$ cat config.mk
export PLATFORM = sky130hd
export DESIGN_NAME = exe_mul_sequencer
export DESIGN_NICKNAME = d
export VERILOG_FILES = /design/src/rtl/exe_mul_sequencer_pkg.sv /design/src/rtl/exe_mul_sequencer_dp.sv /design/src/rtl/exe_mul_sequencer.sv
export SDC_FILE = /design/constraint.sdc
export NUM_CORES = 1
export LEC_CHECK = 0
export CAP_MARGIN = 10
export CORE_MARGIN = 10
export CORE_UTILIZATION = 57
export DETAILED_ROUTE_END_ITERATION = 7
export PLACE_DENSITY = 0.86
export SLEW_MARGIN = 20
export SYNTH_ARGS = -nofsm -noshare
export SYNTH_HDL_FRONTEND = slang
export SYNTH_SLANG_ARGS = --single-unit
$ cat constraint.sdc
create_clock -name clk -period 5.05 [get_ports clk]
set_input_delay 0.505 -clock clk [delete_from_list [all_inputs] [get_ports clk]]
set_output_delay 0.505 -clock clk [all_outputs]
set_load 0.01 [all_outputs]
$ cat src/rtl/exe_mul_sequencer_pkg.sv
// Shared definitions for the EXE-stage multi-cycle multiply sequencer:
// command codes, FSM state encodings and counter width.
package exe_mul_sequencer_pkg;

    localparam int REGISTER_LEN        = 32;
    localparam int EXECUTE_COMMAND_LEN = 4;
    localparam int MUL_CNT_LEN         = 5;

    localparam logic [EXECUTE_COMMAND_LEN-1:0] EXE_MUL_CMD = 4'b1010;
    localparam logic [EXECUTE_COMMAND_LEN-1:0] EXE_MLA_CMD = 4'b1011;

    typedef enum logic [1:0] {
        MUL_IDLE   = 2'b00,
        MUL_RUN    = 2'b01,
        MUL_FINISH = 2'b10
    } mul_state_e;

endpackage

$ cat src/rtl/exe_mul_sequencer_dp.sv
// Radix-2 shift-add datapath (mcand/mplier/acc) driven by load/step strobes.
// With EXE_MUL_EARLY_TERM_EN defined it also reports when the multiplier is exhausted.
module exe_mul_sequencer_dp
    import exe_mul_sequencer_pkg::*;
#(
    parameter int WIDTH = REGISTER_LEN
) (
    input  logic             clk,
    input  logic             rst,
    input  logic             load,
    input  logic             step,
    input  logic [WIDTH-1:0] operand_a,
    input  logic [WIDTH-1:0] operand_b,
    input  logic [WIDTH-1:0] acc_init,
`ifdef EXE_MUL_EARLY_TERM_EN
    output logic             mplier_last,
`endif
    output logic [WIDTH-1:0] acc_nxt
);

    logic [WIDTH-1:0] mcand;
    logic [WIDTH-1:0] mplier;
    logic [WIDTH-1:0] acc;

    // acc_nxt is what acc becomes after this step; the FSM captures it on the final step
    assign acc_nxt = mplier[0] ? acc + mcand : acc;

`ifdef EXE_MUL_EARLY_TERM_EN
    assign mplier_last = (mplier[WIDTH-1:1] == '0);
`endif

    always_ff @(posedge clk) begin
        if (!rst) begin
            mcand  <= '0;
            mplier <= '0;
            acc    <= '0;
        end else if (load) begin
            mcand  <= operand_a;
            mplier <= operand_b;
            acc    <= acc_init;
        end else if (step) begin
            mcand  <= mcand << 1;
            mplier <= mplier >> 1;
            acc    <= acc_nxt;
        end
    end

endmodule

$ cat src/rtl/exe_mul_sequencer.sv
// MUL/MLA sequencer: freezes the front end, iterates the shift-add datapath and
// pulses done with result/flags. EXE_MUL_EARLY_TERM_EN enables early exit.
module exe_mul_sequencer
    import exe_mul_sequencer_pkg::*;
#(
    parameter int WIDTH = REGISTER_LEN,
    parameter int CNT_W = MUL_CNT_LEN
) (
    input  logic             clk,
    input  logic             rst,
    input  logic             start,
    input  logic             accumulate,
    input  logic [WIDTH-1:0] operand_a,
    input  logic [WIDTH-1:0] operand_b,
    input  logic [WIDTH-1:0] acc_in,
    input  logic             flush,
    input  logic [3:0]       status_in,
    output logic             busy,
    output logic             freeze,
    output logic             done,
    output logic [WIDTH-1:0] result,
    output logic [3:0]       status_out
);

    mul_state_e       state, state_nxt;
    logic [CNT_W-1:0] cnt;
    logic [1:0]       cv_q;
    logic             load, step, capture, freeze_c, last_iter;
    logic [WIDTH-1:0] acc_nxt;
    logic             unused_nz;

    // N and Z come from the result itself; only C and V are carried over
    assign unused_nz = ^status_in[3:2];

    function automatic logic [3:0] mul_flags(input logic [WIDTH-1:0] r, input logic [1:0] cv);
        return {r[WIDTH-1], (r == '0), cv};
    endfunction

`ifdef EXE_MUL_EARLY_TERM_EN
    logic mplier_last;
    assign last_iter = (cnt == CNT_W'(WIDTH-1)) || mplier_last;
`else
    assign last_iter = (cnt == CNT_W'(WIDTH-1));
`endif

    exe_mul_sequencer_dp #(.WIDTH(WIDTH)) u_dp (
        .clk        (clk),
        .rst        (rst),
        .load       (load),
        .step       (step),
        .operand_a  (operand_a),
        .operand_b  (operand_b),
        .acc_init   (accumulate ? acc_in : '0),
`ifdef EXE_MUL_EARLY_TERM_EN
        .mplier_last(mplier_last),
`endif
        .acc_nxt    (acc_nxt)
    );

    always_comb begin
        state_nxt = state;
        load      = 1'b0;
        step      = 1'b0;
        capture   = 1'b0;
        freeze_c  = 1'b0;
        case (state)
            MUL_IDLE: begin
                if (start && !flush) begin
                    load      = 1'b1;
                    freeze_c  = 1'b1;
                    state_nxt = MUL_RUN;
                end
            end
            MUL_RUN: begin
                step     = 1'b1;
                freeze_c = 1'b1;
                if (flush) begin
                    state_nxt = MUL_IDLE;
                end else if (last_iter) begin
                    capture   = 1'b1;
                    state_nxt = MUL_FINISH;
                end
            end
            MUL_FINISH: state_nxt = MUL_IDLE;
            default:    state_nxt = MUL_IDLE;
        endcase
    end

    assign freeze = freeze_c & rst;
    assign busy   = (state != MUL_IDLE);
    assign done   = (state == MUL_FINISH);

    always_ff @(posedge clk) begin
        if (!rst) begin
            state      <= MUL_IDLE;
            cnt        <= '0;
            cv_q       <= '0;
            result     <= '0;
            status_out <= '0;
        end else begin
            state <= state_nxt;
            if (load) begin
                cnt  <= '0;
                cv_q <= status_in[1:0];
            end else if (step) begin
                cnt <= cnt + 1'b1;
            end
            if (capture) begin
                result     <= acc_nxt;
                status_out <= mul_flags(acc_nxt, cv_q);
            end
        end
    end

endmodule

Yosys cells after proc, flatten, opt, wreduce, memory -nomap -nowiden
Cells that the tools add are included.
{"block": "word_totals", "word_cells": 44, "input_bits": 105, "reg_bits": 141, "out_inout_bits": 39}
{"block": "classes", "add_sub_neg": 2, "mux": 19, "reduce_logical": 8, "eq_ne": 5, "n_bitwise": 2}
{"op": "32-bit two-way mux", "n": 8}
{"op": "32-bit adder", "n": 1}
{"op": "32-bit zero test", "n": 1}
{"op": "1-bit two-way mux", "n": 6}
{"op": "2-bit two-way mux", "n": 3}
{"op": "5-bit by 1-bit adder with 5-bit output (second input constant)", "n": 1}
{"op": "5-bit == test (second input constant)", "n": 1}
{"op": "2-bit case mux with 2 select lines", "n": 1}
{"op": "2-bit nonzero test", "n": 2}
{"op": "3-bit != test (second input constant)", "n": 1}
{"op": "2-bit by 1-bit == test with 1-bit output (second input constant)", "n": 1}
{"op": "2-bit == test (second input constant)", "n": 1}
{"op": "2-bit zero test", "n": 1}
{"op": "2-bit != test (second input constant)", "n": 1}
{"op": "1-bit case mux with 2 select lines", "n": 1}
{"op": "2-bit AND reduction", "n": 1}
{"op": "2-bit OR reduction", "n": 1}
{"op": "1-bit bitwise AND", "n": 1}
{"op": "1-bit logical AND", "n": 1}
{"op": "1-bit zero test", "n": 1}
{"op": "1-bit inverter", "n": 1}

Depth between registers and ports, before layout
{"block": "depth", "depth_word": 5, "ltp_mapped": 12, "mapped_depth_nobuf": 12}

By module
Synthesis repeated with hierarchy kept, for this count alone.
{"block": "hier_totals", "hier_cells": 1041, "hier_area_um2": 8670.8}
{"module": "exe_mul_sequencer_dp", "area_per_inst_um2": 6417.4, "n_inst": 1, "seq_area_each_um2": 1921.8, "cells_per_inst": 800}
{"module": "exe_mul_sequencer", "area_per_inst_um2": 2253.4, "n_inst": 1, "seq_area_each_um2": 880.8, "cells_per_inst": 241}

Worst setup path after synthesis
OpenSTA, ideal clock, no wires.
{"block": "synth_path", "path_type": "reg-to-reg", "start": "reg u_dp.acc[0]", "end": "reg status_out[2]", "required_ps": 4992, "n_path_buf": 0, "synth_period_minus_slack_ps": 3034, "arrival_time_ps": 2977, "setup_ps": 58, "stages_incl_launch_ff": 13, "slack_ps": 2016, "path_cell_list": "dfxtp_1 ha_1 fa_1 a211o_2 a21oi_2 o21ai_1 nand3b_1 o31ai_1 o22a_1 or3b_2 nor4_1 and4b_1 a31o_2"}
{"block": "synth_via", "elab_chain_len": 3}
{"item": "from (decl)", "line": "exe_mul_sequencer_dp.sv:23", "source": "logic [WIDTH-1:0] acc;"}
{"item": "from (signal assigned)", "line": "exe_mul_sequencer_dp.sv:40", "source": "acc <= acc_init;"}
{"item": "from (signal assigned)", "line": "exe_mul_sequencer_dp.sv:44", "source": "acc <= acc_nxt;"}
{"item": "32-bit adder", "line": "exe_mul_sequencer_dp.sv:26", "source": "assign acc_nxt = mplier[0] ? acc + mcand : acc;"}
{"item": "32-bit two-way mux *", "line": "exe_mul_sequencer_dp.sv:26"}
{"item": "32-bit zero test *", "line": "exe_mul_sequencer.sv:36", "source": "return {r[WIDTH-1], (r == '0), cv};"}
{"item": "to (signal assigned)", "line": "exe_mul_sequencer.sv:110", "source": "status_out <= mul_flags(acc_nxt, cv_q);"}
{"item": "to (decl)", "line": "exe_mul_sequencer.sv:22", "source": "output logic [3:0] status_out"}
Mark *: on every way between the ends. The rest lies on a longest branch, timed or not.
A chain may end at the register's enable or synchronous reset.

Worst setup path in the final report
Same ends and word-level chain as after synthesis.

==> flow_metrics.env <==
export IMPL_status="finished clean"
export IMPL_max_slew_margin=0.288
export IMPL_first_pass_iters=6
export IMPL_synth_area_um2=7650
export IMPL_grt_max_degree=99
export IMPL_fp_dieH_um=136
export IMPL_grt_pass1_wl_um=38500
export IMPL_path_class="flip-flop to flip-flop"
export IMPL_cp_max_fo=4
export IMPL_cts_root_buf="clkbuf_16"
export IMPL_cts_sinks=140
export IMPL_port_buffer_count=141
export IMPL_ys_seq_area_frac=0.366
export IMPL_areaGrowthSynthToFinish_pct=26.6
export IMPL_p_per_area_nw_per_um2=300
export IMPL_syn_num_nets=1101
export IMPL_fmax_mhz=270
export IMPL_die_area_um2=18500
export IMPL_grt_overflow=0
export IMPL_cap_violations=0
export IMPL_io_pins=144
export IMPL_coreArea_um2=13200
export IMPL_tightest_slew_ns=1.07
export IMPL_numCtsBuffers=17
export IMPL_place_gp_congestion=0.922
export IMPL_layout_drive_gt1_share=0.0587
export IMPL_synthFlopType="dfxtp_1"
export IMPL_critPathLaunchType="flip-flop"
export IMPL_via_per_inst=6.26
export IMPL_grtUsageTotal=0.256
export IMPL_synth_edf_count=0
export IMPL_grt_pass1_vias=7529
export IMPL_clk_pin_slew_ns=0.06
export IMPL_ctsHoldBuffers=0
export IMPL_p_leak_nw=3.45
export IMPL_hold_viol=0
export IMPL_peakVddDrop_mv=0.262
export IMPL_synth_distinct_cells=70
export IMPL_period_share=0.734
export IMPL_drc_errors=0
export IMPL_hpwl_um=16400
export IMPL_antenna_cells=0
export IMPL_die_w_um=136
export IMPL_worst_hold_path_type="flip-flop to flip-flop"
export IMPL_wire_per_inst_um=19.2
export IMPL_final_max_slew_viol_count=0
export IMPL_worst_ep_arrival_time_ns=4.08
export IMPL_detail_route_antenna_nets=0
export IMPL_rsz0062_at_grt="false"
export IMPL_synthArstFlopShare=0
export IMPL_synth_seq_cells=140
export IMPL_netlist_instances=962
export IMPL_postCtsResizedCells=0
export IMPL_fillers=1023
export IMPL_fin_cells=1250
export IMPL_vias=7819
export IMPL_rows=42
export IMPL_post_cts_buffers=0
export IMPL_clock_skew_final_ns=0.0131
export IMPL_fin_nets=1201
export IMPL_routed_wl_um=24000
export IMPL_finalCriticalPeriod_ns=3.70
export IMPL_yosysWarnings=0
export IMPL_initial_utilization=0.580
export IMPL_clockBufferDepth=2
export IMPL_p_total_mw=2.91
export IMPL_critPathRequiredTime_ns=5.43
export IMPL_htree_levels=4
export IMPL_placedCellCount=1219
export IMPL_setup_viol=0
export IMPL_antenna_found_initial=0
export IMPL_cts_tree="done"
export IMPL_setup_tns_ns=0
export IMPL_clk_latency_ns=0.43
export IMPL_syn_area_per_cell_um2=7.95
export IMPL_worstSetupEndpointType="flip-flop"
export IMPL_dr_first_iter_drc_count=840
## cell families after synthesis
kind of cell	after synthesis	share of synthesized area
buffers and inverters	80	0.0417
and+or+nand+nor	308	0.178
adders and majority gates	34	0.0566
AOI/OAI and AO/OA	363	0.312
DFF	140	0.366
xor gates and xnor gates	21	0.0240
muxes	16	0.0211
## worst max-delay path, cell delays in order, from the launching register on
cell and delay (ns):
dfxtp_1 0.34, ha_1 0.24, fa_1 0.44, a211o_2 0.39, a221oi_1 0.37, xor2_1 0.19, nor2_1 0.08, a2111oi_0 0.42
o2111a_1 0.29, nand4_1 0.11, nor4_1 0.35, and4b_1 0.30, a31o_2 0.16
## cells in the mapped netlist (3+ instances only)
cell type,number,share of area
o21a_1,3,0.0029
a211oi_1,33,0.032
xnor2_1,10,0.011
dfxtp_1,140,0.37
inv_1,6,0.0029
nand2b_1,4,0.0033
clkbuf_1,57,0.028
buf_1,5,0.0025
and2_1,5,0.0041
nor3b_1,3,0.0029
and3_1,4,0.0033
a21boi_0,4,0.0039
nand2_1,124,0.061
nor2_1,103,0.051
nor4_1,8,0.0065
nor2b_1,6,0.0049
o21ai_0,30,0.020
nor3_1,9,0.0059
nand4_1,10,0.0082
nand3_1,13,0.0085
o31ai_1,5,0.0049
ha_1,33,0.054
a22oi_1,62,0.061
buf_2,9,0.0059
or3_1,5,0.0041
a2111oi_0,26,0.030
o211ai_1,8,0.0078
xor2_1,11,0.013
a21oi_1,150,0.098
nand3b_1,3,0.0029
mux2i_1,15,0.020
## metrics by stage
stage	setup slack [ns]	util	hold WS [ns]	cell area, um2
2_1_floorplan	2.02	-	0.432	7650
3_3_place_gp	1.47	0.691	0.438	9110
3_5_place_dp	1.48	0.691	0.446	9110
4_1_cts	1.44	0.734	0.454	9680
5_1_grt	1.18	0.734	0.472	9680
6_report	1.35	0.734	0.453	9680
## final timing paths
kind,to,slack [ns],from,cells after the start
max,status_out[2],1.35,u_dp.acc[0],12
min,u_dp.mplier[5],0.45,u_dp.mplier[5],2
max reg2reg,status_out[2],1.35,u_dp.acc[0],12
min reg2reg,u_dp.mplier[5],0.45,u_dp.mplier[5],2
## where the power goes
group,switching (mW),total [mW],internal [mW]
Sequential,0.0442,1.20,1.16
Combinational,0.279,0.487,0.208
Clock,0.487,1.22,0.735
Total,0.810,2.91,2.10
## layer usage
layer,up-vias,global-route usage,part of all wire
li1,3771,-,-
met1,3712,0.325,0.43
met2,294,0.400,0.46
met3,42,0.0834,0.089
met4,0,0.0911,0.021
met5,-,0,0
## cells in the final DEF (no fill, tap or decap), types with 3 or more instances in the layout
cell type	instances
a21oi_1	150
clkdlybuf4s50_1	141
dfxtp_1	139
nand2_1	124
nor2_1	102
a22oi_1	62
a211oi_1	33
ha_1	33
o21ai_0	30
a2111oi_0	26
clkbuf_16	17
mux2i_1	15
nand3_1	13
buf_4	13
xor2_1	11
nand4_1	10
xnor2_1	10
nor3_1	9
nor4_1	8
o211ai_1	8
inv_1	6
nor2b_1	5
clkinv_2	5
and2_1	5
or3_1	5
o31ai_1	5
and3_1	4
nand2b_1	4
a21boi_0	4
o21a_1	3
nand3b_1	3
clkinv_4	3
## area by class of cell
| cell class | instances | area, um2 | share of cell area |
|---|---|---|---|
| Inverter | 7 | 27.5 | 0.00284 |
| Multi-Input combinational cell | 742 | 4550 | 0.470 |
| Clock buffer | 20 | 447 | 0.0461 |
| Timing Repair Buffer | 154 | 1510 | 0.156 |
| Sequential cell | 140 | 2800 | 0.290 |
| Tap cell | 176 | 220 | 0.0227 |
| Clock inverter | 11 | 121 | 0.0125 |
## sequential cells by signal, indices dropped and copies added, names as in the netlist
| name | flops |
|---|---|
| cnt | 5 |
| cv_q | 2 |
| result | 32 |
| state | 2 |
| status_out | 3 |
| u_dp.acc | 32 |
| u_dp.mcand | 32 |
| u_dp.mplier | 32 |
Note: power is estimated with default switching activity, not from simulation.
